**config.mk**
```make
export PLATFORM = sky130hd
export DESIGN_NAME = hazard_scoreboard_unit
export DESIGN_NICKNAME = d
export VERILOG_FILES = /design/src/rtl/hazard_scoreboard_unit_pkg.sv /design/src/rtl/hazard_scoreboard_unit_sb_counter_bank.sv /design/src/rtl/hazard_scoreboard_unit.sv
export SDC_FILE = /design/constraint.sdc
export NUM_CORES = 1
export LEC_CHECK = 0
export BUFFER_PORTS_ARGS = -buffer_cell sky130_fd_sc_hd__clkbuf_2
export CAP_MARGIN = 20
export CORE_MARGIN = 2
export CORE_UTILIZATION = 40
export DETAILED_ROUTE_END_ITERATION = 6
export GPL_ROUTABILITY_DRIVEN = 1
export SLEW_MARGIN = 20
export SYNTH_ARGS = -nofsm -noshare
export SYNTH_HDL_FRONTEND = slang
export SYNTH_SLANG_ARGS = --single-unit
```
**constraint.sdc**
```tcl
create_clock -name clk -period 4.7 [get_ports clk]
set_clock_uncertainty 0.2 [all_clocks]
set_input_delay 0.47 -clock clk [delete_from_list [all_inputs] [get_ports clk]]
set_output_delay 0.47 -clock clk [all_outputs]
set_load 0.05 [all_outputs]
```
**src/rtl/hazard_scoreboard_unit_pkg.sv**
```systemverilog
// Shared constants for the hazard scoreboard: default widths, producer latency
// encodings and the hard-wired zero register index.
package hazard_scoreboard_unit_pkg;

    localparam int DEF_REG_AW = 5;
    localparam int DEF_LAT_W  = 3;

    localparam logic [DEF_LAT_W-1:0]  LAT_ALU  = 3'd0;
    localparam logic [DEF_LAT_W-1:0]  LAT_LOAD = 3'd1;
    localparam logic [DEF_LAT_W-1:0]  LAT_MD   = 3'd4;

    localparam logic [DEF_REG_AW-1:0] X0_IDX   = 5'd0;

endpackage

```
**src/rtl/hazard_scoreboard_unit_sb_counter_bank.sv**
```systemverilog
// Bank of per-register countdown counters. Each one holds the number of cycles
// until its pending producer result can be forwarded; x0 is permanently zero.
module sb_counter_bank #(
    parameter int NUM_REGS = 32,
    parameter int REG_AW   = 5,
    parameter int LAT_W    = 3
) (
    input  logic                      clk,
    input  logic                      rst_n,
    input  logic                      load_en,
    input  logic [REG_AW-1:0]         load_idx,
    input  logic [LAT_W-1:0]          load_val,
    output logic [NUM_REGS*LAT_W-1:0] cnt_flat
);

    assign cnt_flat[LAT_W-1:0] = '0;

    for (genvar i = 1; i < NUM_REGS; i++) begin : g_entry
        logic [LAT_W-1:0] cnt_q;

        // NOTE: the bank is a handful of flops, not RAM, so every entry is reset;
        // a stale count after reset would stall or fail to stall the first consumer.
        always_ff @(posedge clk or negedge rst_n) begin
            if (!rst_n) begin
                cnt_q <= '0;
            end else if (load_en && load_idx == REG_AW'(i)) begin
                cnt_q <= load_val;
            end else if (cnt_q != '0) begin
                cnt_q <= cnt_q - LAT_W'(1);
            end
        end

        assign cnt_flat[i*LAT_W +: LAT_W] = cnt_q;
    end

endmodule

```
**src/rtl/hazard_scoreboard_unit.sv**
```systemverilog
// ID-side hazard unit: scoreboard-based RAW/WAW/structural stall detection,
// control-transfer bubbling and a stall-cycle performance counter.
module hazard_scoreboard_unit
    import hazard_scoreboard_unit_pkg::*;
#(
    parameter int NUM_REGS         = 32,
    parameter int REG_AW           = DEF_REG_AW,
    parameter int LAT_W            = DEF_LAT_W,
    parameter bit FLUSH_TAKEN_ONLY = 1'b0,
    parameter int PERF_W           = 32
) (
    input  logic              clk,
    input  logic              rst_n,
    input  logic              valid_id,
    input  logic [REG_AW-1:0] rs1_id,
    input  logic [REG_AW-1:0] rs2_id,
    input  logic              rs1_used_id,
    input  logic              rs2_used_id,
    input  logic [REG_AW-1:0] rd_id,
    input  logic              reg_write_id,
    input  logic [LAT_W-1:0]  lat_id,
    input  logic              branch_id,
    input  logic              jal_id,
    input  logic              jalr_id,
    input  logic              pc_src_id,
    input  logic              md_op_id,
    input  logic              md_busy,
    output logic              stall_if,
    output logic              bubble_if,
    output logic              stall_id,
    output logic              bubble_id,
    output logic              stall_ex,
    output logic              bubble_ex,
    output logic              stall_mem,
    output logic              bubble_mem,
    output logic              stall_wb,
    output logic              bubble_wb,
    output logic [PERF_W-1:0] stall_cycles
);

    logic [NUM_REGS*LAT_W-1:0] cnt_flat;
    logic [LAT_W-1:0]          cnt_rs1, cnt_rs2, cnt_rd;
    logic [LAT_W:0]            lat_ext;
    logic [LAT_W-1:0]          load_val;
    logic                      id_res, raw1, raw2, waw, structural;
    logic                      stall, issue, load_en, ctl;

    assign cnt_rs1 = cnt_flat[rs1_id*LAT_W +: LAT_W];
    assign cnt_rs2 = cnt_flat[rs2_id*LAT_W +: LAT_W];
    assign cnt_rd  = cnt_flat[rd_id*LAT_W +: LAT_W];

    // Countdown starts at latency+1 so the issuing cycle itself is accounted for.
    assign lat_ext  = {1'b0, lat_id} + (LAT_W+1)'(1);
    assign load_val = lat_ext[LAT_W] ? '1 : lat_ext[LAT_W-1:0];

    // Branches and jalr resolve in ID and cannot use the EX-stage forward path.
    assign id_res = branch_id | jalr_id;

    assign raw1 = rs1_used_id && (rs1_id != X0_IDX) &&
                  (id_res ? (cnt_rs1 != '0) : (cnt_rs1 > LAT_W'(1)));
    assign raw2 = rs2_used_id && (rs2_id != X0_IDX) &&
                  (id_res ? (cnt_rs2 != '0) : (cnt_rs2 > LAT_W'(1)));
    assign waw        = reg_write_id && (rd_id != X0_IDX) && ({1'b0, cnt_rd} > lat_ext);
    assign structural = md_op_id & md_busy;

    assign stall   = rst_n & valid_id & (raw1 | raw2 | waw | structural);
    assign issue   = valid_id & ~stall;
    assign load_en = issue & reg_write_id & (rd_id != X0_IDX);

    assign ctl = FLUSH_TAKEN_ONLY ? pc_src_id : (jal_id | id_res);

    assign stall_if   = stall;
    assign stall_id   = stall;
    assign bubble_ex  = stall;
    assign bubble_id  = rst_n & valid_id & ctl & ~stall;
    assign bubble_if  = 1'b0;
    assign stall_ex   = 1'b0;
    assign stall_mem  = 1'b0;
    assign bubble_mem = 1'b0;
    assign stall_wb   = 1'b0;
    assign bubble_wb  = 1'b0;

    sb_counter_bank #(
        .NUM_REGS (NUM_REGS),
        .REG_AW   (REG_AW),
        .LAT_W    (LAT_W)
    ) u_bank (
        .clk      (clk),
        .rst_n    (rst_n),
        .load_en  (load_en),
        .load_idx (rd_id),
        .load_val (load_val),
        .cnt_flat (cnt_flat)
    );

    // NOTE: sequential state uses non-blocking assignment so every flop samples
    // pre-edge values regardless of block ordering.
    always_ff @(posedge clk or negedge rst_n) begin
        if (!rst_n) begin
            stall_cycles <= '0;
        end else if (stall) begin
            stall_cycles <= stall_cycles + PERF_W'(1);
        end
    end

endmodule

```
==> flow_summary_export.csv <==
group,metric,value,unit
outcome,status,"finished, final reports clean",
job,cap_violations,0,
floorplan,io_pins,72,
global_route,grt_pass1_vias,7319,
floorplan,die_area,0.0255,mm²
sta,tightest_slew,807,ps
drt,vias,7503,
synthesis,ys_ff_latch,125,
synthesis,synthXorXnorAreaFrac,5.70,%
setup_path,crit_type,"reg -> out",
layout,stdcell_area,0.0110,mm²
drt,vias_per_cell,5.63,
synthesis,async_flop_share,100,%
floorplan,initial_core_util,41.0,%
synthesis,syn_inst,949,
sta,period_needed,4560,ps
global_route,grt_first_pass_wirelength,40.6,mm
setup_path,worst_path_most_repeated_cell,"mux4_2",
placement,post-dp-hpwl,18.6,mm
floorplan,core-area,0.0236,mm²
drt,routed_wl,25.2,mm
power,switchingPower,2.73,mW
global_route,grt_max_degree,68,
sta,hold_viol_final,0,
power,power.static_leakage,5.45,nW
power,vdd_drop_max,319,µV
synthesis,synthMuxAreaShare,25.9,%
setup_path,timing.rr.end,"u_bank.g_entry[27].cnt_q[0]",
setup_path,start_kind,"flop",
setup_path,cp_cell_sequence,"mux4_2 > mux4_2 > mux2_2 > ha_1 > nor2b_1 > o21ai_0 > a211oi_1 > a21oi_2 > o41ai_2 > o211ai_4 > clkinvlp_4 > clkbuf_2",
power,netSwitchingFraction,40.9,%
cts,cts_tree,"yes",
synthesis,synthAdderAreaFrac,8.66,%
drt,dr.pass1.iters,5,
power,power_frac_seq,33.2,%
setup_path,cp_data_arrival_time,3890,ps
synthesis,synth_top_family_by_area,"multiplexers",
placement,place_inst,1299,
synthesis,synthSimpleGateAreaFrac,16.1,%
cts,clk_pin_slew_worst_paths,60,ps
sta,min_period_over_period,97.0,%
global_route,antenna_found_initial,0,
min_path,min_from,"stall_cycles[31]",
power,p_int,3.95,mW
min_path,min_to,"stall_cycles[31]",
placement,gp_congestion,0.887,
placement,dpl_cell_area,0.0104,mm²
drt,drtAntennaViolNets,0,
min_path,min_path_type,"reg -> reg",
min_path,holdPathStages,1,
sta,rsz0062_at_grt,"no",
floorplan,row_count,56,
cts,cts_max_level,4,
synthesis,synth.cell_area,0.00968,mm²
setup_path,worstPathRequired,4030,ps
placement,io_buffers,64,
layout,drive_above_1_share,19.4,%
sta,setup_violations,0,
cts,cts_root_buf,"clkbuf_16",
setup_path,worst-path-buf-inv,2,
cts,clk_latency,430,ps
layout,fin_nets,1098,
layout,instances_no_fill,1333,
cts,clockBufferDepth,2,
sta,drv_slew,0,
synthesis,seq_area_frac_synth,32.3,%
layout,antennaDiodeCount,0,
setup_path,r2r_cells,14,
sta,worst_hold_slack,276,ps
setup_path,endpoint_kind,"output port",
cts,cts_sinks,125,
layout,fin_util,46.5,%
synthesis,ys.warnings.count,0,
synthesis,syn_area_per_cell,10.2,µm²
setup_path,crit_path_max_incr_delay,510,ps
synthesis,synth_compound_area_share,5.49,%
setup_path,r2r_start,"u_bank.g_entry[15].cnt_q[1]",
setup_path,critPathSlowestCell,"mux4_2",
floorplan,die_y,160,µm
synthesis,synth-main-ff-cell,"dfrtp_1",
power,p_per_area,609,mW/mm²
sta,slew_headroom,46.2,%
drt,drtIter0Drc,630,
cts,cts_buffers,17,
setup_path,cp_top_family,"multiplexers",
layout,area_delta_synth_final,13.3,%
setup_path,rrSetupSlack,340,ps
floorplan,fp.dieW,160,µm
power,clkPwrFrac,20.4,%
synthesis,synth_cell_types,59,
power,p_comb_share,46.4,%
setup_path,crit_fanout,4,
drt,drc,0,
global_route,grt.overflow.total,0,
synthesis,synth_edf_count,0,
sta,fmax,219,MHz
global_route,grt.total_usage,20.4,%
drt,wire_per_inst,18.9,µm
[cell usage in the layout, fill, tap and decap left out, drive strengths merged, types with 6 or more instances in the layout]
cell type	instances
ha	67
nand2	56
nand2b	31
inv	79
a21oi	6
o21ai	42
mux4	52
mux2i	126
nor2	78
dfrtp	125
mux2	7
nor4	13
nor3	27
nand3	31
nor2b	8
clkbuf	83
buf	20
clkinv	6
nand4	21
conb	6
xor2	23
xnor2	40
[flip-flops by register name, indices dropped and copies added (netlist names)]
signal / flops
u_bank.g_entry.cnt_q: 93
stall_cycles: 32
[kinds of logic (layout without fill, tap and decap cells)]
family | count (synthesis) | count (layout)
multiplexers | 185 | 185
buffers and inverters | 135 | 195
flip-flops | 125 | 125
adder cells (fa/ha/maj) | 67 | 67
AND/OR/NAND/NOR | 296 | 296
XOR/XNOR | 63 | 63
AO/OA/AOI/OAI | 77 | 77
other | 1 | 6
[area by class of cell]
| type | count | area [µm²] |
|---|---|---|
| timing repair buffer | 83 | 502 |
| clock inverter | 11 | 143 |
| sequential | 125 | 3130 |
| fill | 2260 | 12600 |
| multi-input combinational | 694 | 6040 |
| clock buffer | 21 | 450 |
| tap | 319 | 399 |
| inverter | 80 | 304 |
[power by group through the flow]
stage	sequential [mW]	clock (mW)	combinational (mW)
after global placement	2.21	0	2.98
after CTS	2.20	1.38	3.12
after global routing	2.30	1.43	3.52
final	2.22	1.36	3.10
after floorplan	2.11	0	2.43
after detailed placement	2.22	0	3.10
[cell usage after synthesis (4+ instances only)]
cell type | number | area (µm²)
and2_1 | 4 | 25.0
dfrtp_1 | 125 | 3130
clkbuf_1 | 28 | 105
buf_2 | 12 | 60.1
nand3_1 | 31 | 155
nor4_2 | 9 | 113
mux4_2 | 52 | 1170
buf_1 | 5 | 18.8
ha_1 | 67 | 838
mux2i_1 | 126 | 1260
xnor2_1 | 40 | 350
xor2_1 | 23 | 201
buf_4 | 9 | 67.6
nor4_1 | 4 | 25.0
nand3b_1 | 5 | 37.5
a21oi_1 | 6 | 30.0
nand2b_1 | 31 | 194
nor3_1 | 27 | 135
and4_1 | 4 | 35.0
nand2_1 | 56 | 210
nor2b_1 | 8 | 50.1
mux2_2 | 7 | 78.8
nor2_1 | 78 | 293
inv_1 | 79 | 297
o21ai_0 | 42 | 210
nand4_1 | 21 | 131
[through the flow]
| stage | setup WS [ps] | setup TNS, ps | power (mW) |
|---|---|---|---|
| 6_report | 140 | 0 | 6.68 |
| 5_1_grt | 33.9 | 0 | 7.25 |
| 4_1_cts | 9.76 | 0 | 6.71 |
| 3_5_place_dp | -153 | -2270 | 5.32 |
| 3_3_place_gp | -65.5 | -459 | 5.19 |
| 2_1_floorplan | -18.9 | -37.7 | 4.54 |
[worst max-delay path by stage]
stage / startpoint / endpoint / slack (ps) / depth (start not counted)
3_3_place_gp: rd_id[1] / stall_id / -70 / 14
5_1_grt: u_bank.g_entry[15].cnt_q[1] / stall_id / 30 / 12
6_report: u_bank.g_entry[15].cnt_q[1] / stall_id / 140 / 12
3_5_place_dp: rd_id[1] / stall_id / -150 / 14
4_1_cts: rd_id[1] / stall_id / 10 / 14
2_1_floorplan: rd_id[0] / stall_id / -20 / 16
[metal layers]
layer	vias up	global-route usage (%)	wire, µm
met3	40	3.70	1500
li1	3465	-	-
met5	-	0	0
met4	0	6.61	547
met1	3734	28.4	11600
met2	264	32.1	11500
[timing repair]
action,in CTS,in global routing
hold endpoints to repair,64,0
pin swaps,1,0
buffers inserted,1,0
gates resized for setup,0,3
hold buffers,1,0
endpoints found under the setup margin,3,3
Power figures use the tool's default switching activity.
